$ cat src/rtl/keypad_scanner_if.sv
// Keypad pin bundle: column sense in, row drive and decoded key out.
// slave = scanner side, master = board/UI side driving key_col.
interface keypad_scanner_if;
    logic [2:0] key_col;
    logic [3:0] key_row;
    logic [3:0] key_value;

    modport master (
        output key_col,
        input  key_row,
        input  key_value
    );

    modport slave (
        input  key_col,
        output key_row,
        output key_value
    );
endinterface

$ cat src/rtl/keypad_scanner.sv
// 4x3 matrix keypad scanner. Drives rows one-hot, decodes a column press,
// publishes the key code on key_value after release.
// Ports: clk, rst (sync, active-high), pins (key_col in, key_row/key_value out).
module keypad_scanner #(
    parameter int ROW_CYCLES = 4
) (
    input logic              clk,
    input logic              rst,
    keypad_scanner_if.slave  pins
);

    localparam int CNT_W = $clog2(ROW_CYCLES);

    typedef enum logic [1:0] {
        SCAN = 2'b00,
        HOLD = 2'b01,
        DONE = 2'b10
    } state_t;

    state_t           state;
    state_t           state_next;
    logic [1:0]       row_idx;
    logic [CNT_W-1:0] dwell;
    logic [3:0]       scanned_key;
    logic [3:0]       key_value;
    logic             pressed;

    // Codes: rows 0..2 give row*3+col+1; bottom row is * / 0 / #.
    function automatic logic [3:0] key_code(input logic [1:0] row,
                                            input logic [2:0] col);
        logic [1:0] c;
        if (col[2])
            c = 2'd0;
        else if (col[1])
            c = 2'd1;
        else
            c = 2'd2;
        if (row == 2'd3) begin
            case (c)
                2'd0:    key_code = 4'd10;
                2'd1:    key_code = 4'd0;
                default: key_code = 4'd11;
            endcase
        end else begin
            key_code = ({2'b00, row} * 4'd3) + {2'b00, c} + 4'd1;
        end
    endfunction

    assign pressed        = |pins.key_col;
    assign pins.key_row   = 4'b1000 >> row_idx;
    assign pins.key_value = key_value;

    always_ff @(posedge clk) begin
        if (rst)
            state <= SCAN;
        else
            state <= state_next;
    end

    // Encoding 2'b11 is unreachable; the default arm pulls it back to SCAN.
    always_comb begin
        state_next = SCAN;
        case (state)
            SCAN:    state_next = pressed ? HOLD : SCAN;
            HOLD:    state_next = pressed ? HOLD : DONE;
            DONE:    state_next = SCAN;
            default: state_next = SCAN;
        endcase
    end

    always_ff @(posedge clk) begin
        if (rst) begin
            row_idx     <= 2'd0;
            dwell       <= '0;
            scanned_key <= 4'hF;
            key_value   <= 4'hF;
        end else begin
            case (state)
                SCAN: begin
                    // A press freezes row and dwell so HOLD stays on that row.
                    if (pressed) begin
                        scanned_key <= key_code(row_idx, pins.key_col);
                    end else if (dwell == CNT_W'(ROW_CYCLES - 1)) begin
                        dwell   <= '0;
                        row_idx <= row_idx + 2'd1;
                    end else begin
                        dwell <= dwell + 1'b1;
                    end
                end
                DONE: begin
                    key_value <= scanned_key;
                    dwell     <= '0;
                    row_idx   <= row_idx + 2'd1;
                end
                default: ;
            endcase
        end
    end

endmodule

$ cat src/flat_wrapper.sv
// flat-port wrapper written by rule: the top's interface ports become plain ports
module keypad_scanner_flat 
#(
    parameter int ROW_CYCLES = 4
)
  (clk, rst, pins_key_col, pins_key_row, pins_key_value);
  keypad_scanner_if pins_i ();
  input logic clk;
  input logic rst;
  input wire logic [$bits(pins_i.key_col)-1:0] pins_key_col;
  output wire logic [$bits(pins_i.key_row)-1:0] pins_key_row;
  output wire logic [$bits(pins_i.key_value)-1:0] pins_key_value;
  assign pins_i.key_col = pins_key_col;
  assign pins_key_row = pins_i.key_row;
  assign pins_key_value = pins_i.key_value;
  keypad_scanner #(.ROW_CYCLES(ROW_CYCLES)) u_core (.clk(clk), .rst(rst), .pins(pins_i));
endmodule
$ cat config.mk
export PLATFORM = sky130hd
export DESIGN_NAME = keypad_scanner_flat
export DESIGN_NICKNAME = d
export VERILOG_FILES = /design/src/rtl/keypad_scanner_if.sv /design/src/rtl/keypad_scanner.sv /design/src/flat_wrapper.sv
export SDC_FILE = /design/constraint.sdc
export NUM_CORES = 1
export LEC_CHECK = 0
export ABC_CLOCK_PERIOD_IN_PS = 7000
export CAP_MARGIN = 25
export CORE_MARGIN = 10
export CORE_UTILIZATION = 45
export CTS_BUF_LIST = sky130_fd_sc_hd__clkbuf_2
export CTS_CLUSTER_DIAMETER = 150
export CTS_CLUSTER_SIZE = 24
export DETAILED_ROUTE_END_ITERATION = 12
export DONT_BUFFER_PORTS = 1
export SLEW_MARGIN = 20
export SYNTH_ARGS = -nofsm -noshare
export SYNTH_HDL_FRONTEND = slang
export SYNTH_SLANG_ARGS = --single-unit
$ cat constraint.sdc
create_clock -name clk -period 7 [get_ports clk]
set_clock_uncertainty 0.2 [all_clocks]
set_input_delay 1.4 -clock clk [delete_from_list [all_inputs] [get_ports clk]]
set_output_delay 1.4 -clock clk [all_outputs]
set_load 0.1 [all_outputs]
==> Word level (Yosys, flattened, before mapping) <==
Cells that the tools add are included.
{ "op_classes": {"addsub": 4, "n_mul": 1, "div_mod_pow": 0, "n_lt_le_gt_ge": 0, "eq_ne": 7, "n_shift": 1, "muxes": 16, "bitwise": 0, "n_reduce_logical": 7} }
{ "op_table": {"columns": ["operator", "n"], "rows": [
  ["$mux 2", 10],
  ["$pmux 2 s2", 3],
  ["$pmux 4 s2", 1],
  ["$eq 2x2->1 const B", 3],
  ["$add 2x1->2 const B", 2],
  ["$add 4x1->4 const B", 1],
  ["$add 4x2->4", 1],
  ["$eq 2x1->1 const B", 2],
  ["$logic_not 2->1", 2],
  ["$mul 2x2->4 const B", 1],
  ["$mux 4", 1],
  ["$reduce_and 2->1", 2],
  ["$shr 4x2->4 const A", 1],
  ["$reduce_and 3->1", 1],
  ["$reduce_or 3->1", 1],
  ["$ne 2x1->1 const B", 1],
  ["$ne 2x2->1 const B", 1],
  ["$reduce_bool 2->1", 1],
  ["$mux 1", 1]
]} }
{ "word_totals": {"regBits": 14, "latch_bits": 0, "ramBits": 0, "rom_bits": 0, "input_bits": 5, "output_inout_bits": 8, "wordCells": 41, "memories": 0} }

==> Logic depth before layout (Yosys ltp) <==
Gate-level depths: netlist of run 1.
{ "depth": {"word_depth": 8, "ltp_mapped": 7, "ltp_nobuf": 7} }

==> Least setup slack after synthesis of run 1 <==
OpenSTA, ideal clock, no wires.
{ "synth_timing": {"path_type": "input -> register", "startpoint": "input pins_key_col[1]", "endpoint": "register u_core.scanned_key[3]", "setup_time_ns": 0.122, "t_arrival_ns": 3.234, "setup_slack_ns": 3.444, "cell_stages": 7, "path_cell_list": "or2_2 > fa_1 > inv_1 > ha_1 > a21o_1 > a211o_1 > a221o_1"} }
{ "synth_between": {"elab_chain_len": 8, "word_cells_on_any_way": 13} }
{ "synth_rtl": {"columns": ["item", "line", "rtl"], "rows": [
  ["from (decl)", "flat_wrapper.sv:10", "input wire logic [$bits(pins_i.key_col)-1:0] pins_key_col;"],
  ["$mux 2", "keypad_scanner.sv:34", "else if (col[1])"],
  ["$mux 2", "keypad_scanner.sv:32", "if (col[2])"],
  ["$mux 2", "keypad_scanner.sv:81", "if (pressed) begin"],
  ["$mux 2", "keypad_scanner.sv:78", "case (state)"],
  ["$mux 2", "keypad_scanner.sv:72", "if (rst) begin"],
  ["$add 4x2->4, or another cell as far along", "keypad_scanner.sv:45", "key_code = ({2'b00, row} * 4'd3) + {2'b00, c} + 4'd1;"],
  ["$add 4x1->4 / $pmux 4 s2 (equally long branches)", "keypad_scanner.sv:45, keypad_scanner.sv:39", null],
  ["$mux 4", "keypad_scanner.sv:38", "if (row == 2'd3) begin"],
  ["to (signal assigned)", "keypad_scanner.sv:82", "scanned_key <= key_code(row_idx, pins.key_col);"],
  ["to (decl)", "keypad_scanner.sv:24", "logic [3:0] scanned_key;"]
]} }
Parallel ways exist; a longest one is shown, timed or not. The select of a mux whose other input is x is not followed.
A chain may end at the register's enable or synchronous reset.

==> Worst setup path after layout of run 1 <==
Ends and elaborated chain as after synthesis.

==> results of run 1 <==
[worst max path at each step]
| stage | endpoint | slack, ns | cells past startpoint |
|---|---|---|---|
| floorplan | u_core.scanned_key[3] | 3.44 | 7 |
| global placement | u_core.scanned_key[3] | 3.41 | 7 |
| finish | u_core.scanned_key[3] | 3.70 | 7 |
| detailed placement | u_core.scanned_key[3] | 3.38 | 7 |
| CTS | pins_key_row[1] | 3.70 | 2 |
| global route | pins_key_row[1] | 3.65 | 2 |
[cell usage in the layout, fill, tap and decap left out, drive strengths merged]
cell type / synthesis / routed
nor3: 3 / 3
a311o: 1 / 1
inv: 7 / 7
fa: 2 / 2
nor4b: 2 / 2
buf: 0 / 1
a21boi: 1 / 1
a21oi: 2 / 2
nand4b: 1 / 1
clkinv: 0 / 1
nor2: 3 / 3
or2b: 1 / 1
a21o: 1 / 1
mux2: 1 / 1
ha: 8 / 8
or3: 1 / 1
a221o: 1 / 1
nand2: 1 / 1
o21ai: 3 / 3
a211o: 3 / 3
mux2i: 6 / 6
a2111oi: 1 / 1
or4b: 1 / 1
dfxtp: 14 / 14
o2111a: 1 / 1
clkbuf: 4 / 3
xor2: 1 / 1
nand2b: 9 / 9
or2: 1 / 1
nand3: 1 / 1
[cells by family after synthesis]
logic type               count (synthesis)  share of synthesized area
XOR/XNOR                                 1                     0.0108
buffers and inverters                   11                     0.0509
multiplexers                             7                     0.0880
flip-flops                              14                      0.346
AO/OA/AOI/OAI                           14                      0.145
adder cells (fa/ha/maj)                 10                      0.173
AND/OR/NAND/NOR                         24                      0.187
[power by group]
group	total, W	internal [W]	switching [W]
Sequential	0.0000862	0.0000829	0.00000322
Clock	0.0000400	0.0000124	0.0000276
Combinational	0.0000150	0.00000723	0.00000772
[stage by stage]
stage	cell area [µm²]	setup slack, ns
2_1_floorplan	811	3.44
5_1_grt	853	3.65
3_5_place_dp	835	3.38
4_1_cts	853	3.70
3_3_place_gp	835	3.41
6_report	853	3.70
[final cells by class]
class,instances,area [µm²],share of cell area
multi-input cells,56,489,0.573
flip-flops and latches,14,280,0.328
well taps,25,31.3,0.0367
inverters,7,26.3,0.0308
clock buffers,3,15.0,0.0176
repair buffers,1,7.51,0.00880
clock inverters,1,3.75,0.00440
[routing by layer]
layer / vias up / GRT usage
met5: - / 0
met4: 0 / 0.0419
met3: 5 / 0.0251
met2: 8 / 0.144
met1: 271 / 0.0862
li1: 287 / -
[state kept, by name (all words and copies together), names as in the netlist]
name	cells
u_core.pins.key_value	4
u_core.row_idx	2
u_core.state	2
u_core.scanned_key	4
u_core.dwell	2
==> impl_metrics.csv, run 1 <==
group,metric,value,unit
drt,ant_nets,0,
floorplanning,die_h,62.4,µm
cts,clkTransAtPathRegs,0.16,ns
placed_design,placed_cells,103,
outcome,status,"complete, no violations",
critical_path,worst_setup_path_startpoint,"pins_key_col[1]",
synth,ys_top_cells_by_area,"sky130_fd_sc_hd__dfxtp_1 (35%), sky130_fd_sc_hd__ha_1 (12%), sky130_fd_sc_hd__mux2i_1 (7.4%), sky130_fd_sc_hd__nand2b_1 (6.9%), sky130_fd_sc_hd__fa_1 (4.9%)",
cells_and_area,antenna_cells_inserted,0,
synth,async_reset_ff_frac,0,
power,total_power,0.000141,W
cts,clock_insertion_delay_worst_skew,0.28,ns
grt,grt_pass1_vias,575,
floorplanning,ioPinCount,13,
worst_hold_path,min_delay_path_depth,1,
drt,drt_first_pass_iters,3,
drt,drcViolationCount,0,
cts,cts_max_path_buffers,2,
timing,totalNegativeSetupSlack,0,ns
drt,detailroute.via_count,571,
critical_path,worst-endpoint-arrival,3.29,ns
synth,synth_seq_area_share,0.346,
synth,ys_seq_elements,14,
grt,grt_pass1_wl,2590,µm
timing,setup_viol,0,
critical_path,timing.critical_path.fanout_max,6,
timing,report.final.hold_viol_count,0,
timing,maxSlewHeadroom,0.349,
worst_hold_path,timing.hold.worst.class,"reg -> reg",
placed_design,port_buffers,0,
timing,tightestPinTransition,0.980,ns
placed_design,gp_congestion,0.822,
power,leakage,0.379,nW
cells_and_area,drive_gt1_frac,0.0854,
timing,min_period,3.30,ns
critical_path,critical_path.startpoint_type,"primary input",
synth,post_synth_inst_count,81,
drt,wire_per_inst,14.7,µm
cts,cts_tree,"yes",
drt,detail_route.iter0.violations,6,
floorplanning,start_util,0.470,
critical_path,path_class,"in -> reg",
floorplanning,chipWidth,62.4,µm
floorplanning,placementRows,15,
run,timing.max_cap.violations,0,
critical_path,reg2regPathDepth,7,
floorplanning,placeableCoreArea,1730,µm²
cells_and_area,layoutNonFillerInstCount,107,
timing,rsz0062_at_grt,"no",
cts,cts_hold_buffers,0,
cells_and_area,design.final.nets,98,
power,power.density_cell_area,165,nW/µm²
cts,htree_num_levels,1,
grt,largest_net_degree_at_the_start_of_global_routing,19,
synth,yosys.area.top_type,"sky130_fd_sc_hd__dfxtp_1",
worst_hold_path,worst_hold_startpoint,"u_core.scanned_key[0]",
timing,finalHoldWorstSlack,0.282,ns
critical_path,critical_path.max_stage_delay,0.54,ns
critical_path,critPathBufInv,1,
timing,fmax,303,MHz
worst_hold_path,worst_hold_path.endpoint,"u_core.scanned_key[0]",
cts,post_cts_resize_count,0,
critical_path,critPathRequiredTime,7.00,ns
cts,tritoncts_num_sinks,14,
drt,m1WireLength,691,µm
critical_path,start_of_the_worst_register_to_register_path,"u_core.row_idx[0]",
placed_design,place.detailed.hpwl,1240,µm
critical_path,worst_setup_path_end_kind,"register",
drt,detail_route.vias_per_cell,5.34,
cts,root_buffer,"sky130_fd_sc_hd__clkbuf_2",
cts,cts_made_buffers,3,
drt,met3_wirelength,66,µm
synth,post_synth_edffs,0,
synth,prevailing_post_synth_register_cell,"sky130_fd_sc_hd__dfxtp_1",
grt,grt.overflow.total,0,
timing,period_share,0.471,
synth,post_synth_instance_area,811,µm²
cts,postCtsSetupBuffers,0,
cells_and_area,layout.core_utilization,0.494,
cells_and_area,n_fill_cell,173,
synth,syn-mean-instance-area,10.0,µm²
grt,grt_use_total,0.0821,
power,ir_drop,81.6,µV
critical_path,setup.reg_to_reg.worst_slack,4.45,ns
synth,post-synth-top-count-cell,"sky130_fd_sc_hd__dfxtp_1",
synth,synth_top_area_frac,0.346,
critical_path,cp_top_family,"adder cells",
synth,synth.yosys.warnings,0,
critical_path,reg_to_reg_endpoint,"u_core.scanned_key[3]",
critical_path,slowest_stage,"sky130_fd_sc_hd__fa_1",
timing,final-max-slew-violation-count,0,
synth,ys_top_cells_by_count,"sky130_fd_sc_hd__dfxtp_1 (14), sky130_fd_sc_hd__nand2b_1 (9), sky130_fd_sc_hd__ha_1 (8)",
drt,dr_wl_met2,780,µm
cells_and_area,layout-area-overhead-vs-synth,5.25,%
grt,grt_antenna_before_repair,0,
floorplanning,fp.dieArea,3900,µm²
synth,synthDistinctLibCells,29,
synth,synth_nets,96,
drt,topRoutingLayerUsed,"met4",
drt,finalWirelength,1570,µm
critical_path,timing.critical_path.cells,"or2_2, fa_1, inv_1, ha_1, a21o_1, a211o_1, a221o_1",
Power figures use the tool's default switching activity.
==> run 2, diff against run 1 <==
--- a/config.mk
+++ b/config.mk
@@ -5,7 +5,7 @@
 export SDC_FILE = /design/constraint.sdc
 export NUM_CORES = 1
 export LEC_CHECK = 0
-export ABC_CLOCK_PERIOD_IN_PS = 7000
+export ABC_CLOCK_PERIOD_IN_PS = 3100
 export CAP_MARGIN = 25
 export CORE_MARGIN = 10
 export CORE_UTILIZATION = 45
==> constraint.sdc (replaced) <==
create_clock -name clk -period 3.1 [get_ports clk]
set_clock_uncertainty 0.2 [all_clocks]
set_input_delay 0.62 -clock clk [delete_from_list [all_inputs] [get_ports clk]]
set_output_delay 0.62 -clock clk [all_outputs]
set_load 0.1 [all_outputs]
==> run 2 against run 1 <==
- first-iteration DRC count fell by 17%
- critical endpoint unchanged
- hold slack worse by 0.067 ns
- largest cell class unchanged
- routed wire length fell by 6.2%
- sequential share of layout area decreased by 0.84 points
- die area stayed put
- register-to-register slack got worse by 3.9 ns
- non-clock buffer count is 3 higher
- count of clock-buffer cells in the layout stayed put
- power rose by 120%
- cell count grew 2.8%
- setup slack got worse by 3.1 ns
==> impl_metrics.csv, run 2 (same netlist as run 1, synthesis figures left out) <==
group,metric,value,unit
critical_path,critPathBufInv,2,
timing,period_share,0.819,
floorplanning,chipWidth,62.4,µm
placed_design,gp_congestion,0.798,
drt,detail_route.vias_per_cell,5.17,
critical_path,reg2regPathDepth,7,
power,total_power,0.000309,W
cts,post_cts_resize_count,0,
cts,clock_insertion_delay_worst_skew,0.26,ns
placed_design,place.detailed.hpwl,1210,µm
timing,fmax,394,MHz
timing,report.final.hold_viol_count,0,
critical_path,worst-endpoint-arrival,2.50,ns
floorplanning,start_util,0.470,
critical_path,worst_setup_path_end_kind,"register",
timing,rsz0062_at_grt,"no",
power,power_frac_seq,0.630,
timing,maxSlewHeadroom,0.350,
placed_design,port_buffers,0,
cts,postCtsSetupBuffers,0,
timing,setup_viol,0,
cts,tritoncts_num_sinks,14,
drt,finalWirelength,1470,µm
floorplanning,ioPinCount,13,
grt,grt_use_total,0.0725,
floorplanning,fp.dieArea,3900,µm²
grt,largest_net_degree_at_the_start_of_global_routing,19,
worst_hold_path,timing.hold.worst.class,"in -> reg",
power,cell_internal_power,0.000231,W
grt,grt_pass1_vias,537,
grt,grt_pass1_wl,2350,µm
timing,min_period,2.54,ns
critical_path,most_numerous_cell_on_the_critical_path,"sky130_fd_sc_hd__inv_1",
critical_path,cp_top_family,"adder cells",
drt,detailroute.via_count,569,
floorplanning,die_h,62.4,µm
drt,drt_first_pass_iters,4,
cells_and_area,reg_top3,"u_core.pins.key_value: 4 flops, u_core.scanned_key: 4 flops",
drt,ant_nets,0,
drt,wire_per_inst,13.4,µm
critical_path,critical_path.max_stage_delay,0.60,ns
power,clockPowerShare,0.262,
power,sw_frac_of_total,0.250,
cts,cts_max_path_buffers,2,
cts,cts_hold_buffers,0,
critical_path,slowest_stage,"sky130_fd_sc_hd__fa_1",
power,ir_drop,347,µV
timing,finalHoldWorstSlack,0.215,ns
power,leakage,0.394,nW
timing,tightestPinTransition,0.974,ns
cells_and_area,drive_gt1_frac,0.118,
drt,drcViolationCount,0,
worst_hold_path,min_delay_path_depth,1,
critical_path,worstSetupPathDepth,7,
critical_path,path_class,"reg -> reg",
timing,totalNegativeSetupSlack,0,ns
power,power.net_switching,0.0000773,W
timing,final-max-slew-violation-count,0,
cells_and_area,layout-area-overhead-vs-synth,8.02,%
cells_and_area,design.final.nets,101,
critical_path,timing.critical_path.cells,"inv_1, fa_1, inv_1, ha_1, a21o_1, a211o_1, a221o_1",
floorplanning,placementRows,15,
cts,htree_num_levels,1,
power,power.density_cell_area,353,nW/µm²
critical_path,critical_path.startpoint_type,"register",
critical_path,timing.critical_path.fanout_max,5,
cts,cts_made_buffers,3,
grt,grt_antenna_before_repair,0,
outcome,status,"complete, no violations",
cells_and_area,final_cell_mix,"sky130_fd_sc_hd__dfxtp_1 (14), sky130_fd_sc_hd__nand2b_1 (9), sky130_fd_sc_hd__ha_1 (8)",
cells_and_area,layout_commonest_cell,"sky130_fd_sc_hd__dfxtp_1",
grt,grt.overflow.total,0,
drt,detail_route.iter0.violations,5,
floorplanning,placeableCoreArea,1730,µm²
cts,root_buffer,"sky130_fd_sc_hd__clkbuf_2",
cts,cts_tree,"yes",
power,combinational_cell_fraction_of_total_power,0.107,
run,timing.max_cap.violations,0,
cts,clkTransAtPathRegs,0.12,ns
cells_and_area,antenna_cells_inserted,0,
critical_path,critPathRequiredTime,3.06,ns
run 2: cell count changes in the layout (fill, tap and decap cells not counted), sizes merged:
cell	delta
buf	+3
run 2: area by class of cell:
type | count | area [µm²]
fill | 178 | 851
multi-input combinational | 56 | 489
sequential | 14 | 280
tap | 25 | 31.3
timing repair buffer | 4 | 30.0
inverter | 7 | 26.3
clock buffer | 3 | 15.0
clock inverter | 1 | 3.75
run 2: path summary, 6_finish.rpt:
| check | slack, ns | end | startpoint |
|---|---|---|---|
| max | 0.56 | u_core.scanned_key[3] | u_core.row_idx[0] |
| min | 0.22 | u_core.state[1] | rst |
| max reg2reg | 0.56 | u_core.scanned_key[3] | u_core.row_idx[0] |
| min reg2reg | 0.28 | u_core.scanned_key[0] | u_core.scanned_key[0] |
run 2: worst reg2reg max path: stages (launching register included):
cell and delay (ns):
sky130_fd_sc_hd__dfxtp_1 0.44, sky130_fd_sc_hd__inv_1 0.14, sky130_fd_sc_hd__fa_1 0.60, sky130_fd_sc_hd__inv_1 0.05
sky130_fd_sc_hd__ha_1 0.28, sky130_fd_sc_hd__a21o_1 0.15, sky130_fd_sc_hd__a211o_1 0.29, sky130_fd_sc_hd__a221o_1 0.28
run 2: per-layer routing:
metal | vias up | track usage | share of wire
li1 | 292 | - | -
met1 | 270 | 0.0757 | 0.45
met2 | 7 | 0.121 | 0.48
met3 | 0 | 0.0502 | 0.063
met4 | 0 | 0.00838 | 0
met5 | - | 0 | 0
run 2: per-stage QoR:
step	worst slack [ns]	instance area [µm²]	std cells	util
2_1_floorplan	0.324	811	81	-
3_3_place_gp	0.287	857	106	0.496
3_5_place_dp	0.265	857	106	0.496
4_1_cts	0.523	876	110	0.507
5_1_grt	0.441	876	110	0.507
6_report	0.562	876	110	0.507
run 2: power groups by stage:
stage	combinational (W)	sequential, W	clock [W]
2_1_floorplan	0.0000311	0.000197	0
3_3_place_gp	0.0000330	0.000199	0
4_1_cts	0.0000337	0.000195	0.0000863
3_5_place_dp	0.0000336	0.000199	0
6_report	0.0000331	0.000195	0.0000810
5_1_grt	0.0000370	0.000196	0.0000950
==> run 3, diff against run 2 <==
--- a/config.mk
+++ b/config.mk
@@ -5,7 +5,7 @@
 export SDC_FILE = /design/constraint.sdc
 export NUM_CORES = 1
 export LEC_CHECK = 0
-export ABC_CLOCK_PERIOD_IN_PS = 3100
+export ABC_CLOCK_PERIOD_IN_PS = 2500
 export CAP_MARGIN = 25
 export CORE_MARGIN = 10
 export CORE_UTILIZATION = 45
==> constraint.sdc (replaced) <==
create_clock -name clk -period 2.5 [get_ports clk]
set_clock_uncertainty 0.2 [all_clocks]
set_input_delay 0.5 -clock clk [delete_from_list [all_inputs] [get_ports clk]]
set_output_delay 0.5 -clock clk [all_outputs]
set_load 0.1 [all_outputs]
==> run 3 against run 2 <==
- cell count rose by 5.5%
- non-clock buffer count up 6
- hold slack got worse by 0.14 ns
- sequential share of layout area shrank 1.6 points
- die area unchanged
- combinational power grew 37%
- final area is 5.4% higher
- critical path depth is the same
- critical path type unchanged
- largest cell class unchanged
==> impl_metrics.csv, run 3 (same netlist as run 1, synthesis figures left out) <==
group,metric,value,unit
outcome,status,"complete, no violations",
power,power.net_switching,0.000103,W
placed_design,port_buffers,0,
drt,finalWirelength,1480,µm
cts,post_cts_resize_count,0,
cells_and_area,final_cell_mix,"sky130_fd_sc_hd__dfxtp_1 (14), sky130_fd_sc_hd__buf_4 (10), sky130_fd_sc_hd__nand2b_1 (9)",
cts,postCtsSetupBuffers,0,
timing,report.final.hold_viol_count,0,
cts,cts_tree,"yes",
cts,cts_max_path_buffers,2,
cts,clkTransAtPathRegs,0.14,ns
timing,final-max-slew-violation-count,0,
timing,postLayoutSetupSlackWorst,0.152,ns
timing,maxSlewHeadroom,0.648,
grt,grt.overflow.total,0,
cts,htree_num_levels,1,
floorplanning,fp.dieArea,3900,µm²
power,clockPowerShare,0.274,
power,power.density_cell_area,424,nW/µm²
critical_path,timing.critical_path.fanout_max,4,
placed_design,dp_worst_setup_slack,-0.130,ns
grt,largest_net_degree_at_the_start_of_global_routing,19,
cts,cts_made_buffers,3,
grt,grt_antenna_before_repair,0,
power,combinational_cell_fraction_of_total_power,0.116,
critical_path,timing.critical_path.cells,"inv_1, fa_1, inv_1, ha_1, a21o_1, a211o_1, a221o_1",
cts,clock_insertion_delay_worst_skew,0.27,ns
floorplanning,chipWidth,62.4,µm
placed_design,gp_congestion,0.768,
cells_and_area,layout.area.seq,280,µm²
drt,wire_per_inst,12.8,µm
timing,setup_viol,0,
grt,grt_pass1_vias,575,
drt,drt_first_pass_iters,4,
placed_design,postPlaceCellArea,905,µm²
floorplanning,placementRows,15,
critical_path,worst-endpoint-arrival,2.33,ns
floorplanning,start_util,0.470,
critical_path,slowest_stage,"sky130_fd_sc_hd__fa_1",
power,ir_drop,363,µV
cells_and_area,reg_top3,"u_core.pins.key_value: 4 flops, u_core.scanned_key: 4 flops",
cells_and_area,drive_gt1_frac,0.176,
timing,fmax,426,MHz
cells_and_area,final_cell_area,923,µm²
drt,drcViolationCount,0,
drt,detail_route.iter0.violations,5,
cells_and_area,n_fill_cell,173,
cts,root_buffer,"sky130_fd_sc_hd__clkbuf_2",
critical_path,critPathRequiredTime,2.48,ns
drt,detail_route.vias_per_cell,5.09,
cells_and_area,multi_input_comb_area,492,µm²
timing,min_period,2.35,ns
cts,cts_hold_buffers,0,
grt,grt_pass1_wl,2640,µm
worst_hold_path,timing.hold.worst.class,"in -> reg",
critical_path,most_numerous_cell_on_the_critical_path,"sky130_fd_sc_hd__inv_1",
drt,ant_nets,0,
timing,rsz0062_at_grt,"no",
cells_and_area,design.final.nets,107,
run,timing.max_cap.violations,0,
power,cell_internal_power,0.000288,W
critical_path,critical_path.startpoint_type,"register",
floorplanning,die_h,62.4,µm
power,leakage,0.422,nW
cts,tritoncts_num_sinks,14,
drt,detailroute.via_count,591,
cells_and_area,layoutNonFillerInstCount,116,
critical_path,worst_setup_path_end_kind,"register",
floorplanning,ioPinCount,13,
critical_path,critical_path.max_stage_delay,0.60,ns
timing,totalNegativeSetupSlack,0,ns
power,power_frac_seq,0.610,
floorplanning,placeableCoreArea,1730,µm²
cells_and_area,layout_commonest_cell,"sky130_fd_sc_hd__dfxtp_1",
grt,grt_use_total,0.0802,
timing,period_share,0.939,
timing,tightestPinTransition,0.523,ns
placed_design,placed_cells,112,
critical_path,setup.reg_to_reg.worst_slack,0.15,ns
cells_and_area,antenna_cells_inserted,0,
cells_and_area,layout-area-overhead-vs-synth,13.9,%
power,sw_frac_of_total,0.263,
placed_design,place.detailed.hpwl,1190,µm
critical_path,path_class,"reg -> reg",
## run 3: stage by stage
step	hold WS, ns	util	total power (W)
after global placement	0.253	0.524	0.000289
after floorplan	0.235	-	0.000284
after global routing	0.0528	0.535	0.000415
after detailed placement	0.259	0.524	0.000290
after CTS	0.0669	0.535	0.000398
final	0.0791	0.535	0.000391
## run 3: worst paths after layout
check | cells past startpoint | from | to
worst max register to register | 7 | u_core.row_idx[0] | u_core.scanned_key[3]
worst min register to register | 1 | u_core.scanned_key[2] | u_core.scanned_key[2]
worst min-delay path | 1 | rst | u_core.state[0]
worst max-delay path | 7 | u_core.row_idx[0] | u_core.scanned_key[3]
## run 3: worst max-delay path: cells and delay by family, from the launching register on
kind / cells / cell delay (ns)
AO/OA/AOI/OAI: 3 / 0.69
flip-flops: 1 / 0.35
buffers and inverters: 2 / 0.16
adder cells (fa/ha/maj): 2 / 0.86
## run 3: layer usage
layer / share of wire / up-vias / track usage
met2: 0.47 / 8 / 0.127
li1: - / 308 / -
met1: 0.47 / 275 / 0.0953
met5: 0 / - / 0
met3: 0.057 / 0 / 0.0341
met4: 0 / 0 / 0.0251
## run 3: final cells by class
class | count | area share
clock buffer | 3 | 0.0163
inverter | 7 | 0.0285
sequential | 14 | 0.304
clock inverter | 1 | 0.00407
multi-input combinational | 56 | 0.533
timing repair buffer | 10 | 0.0813
tap | 25 | 0.0339
## run 3: power groups by stage
stage	registers, W	clock network [W]	logic (W)
final	0.000239	0.000107	0.0000453
after global routing	0.000240	0.000124	0.0000518
after CTS	0.000239	0.000113	0.0000460
after detailed placement	0.000244	0	0.0000461
after global placement	0.000243	0	0.0000453
after floorplan	0.000245	0	0.0000390
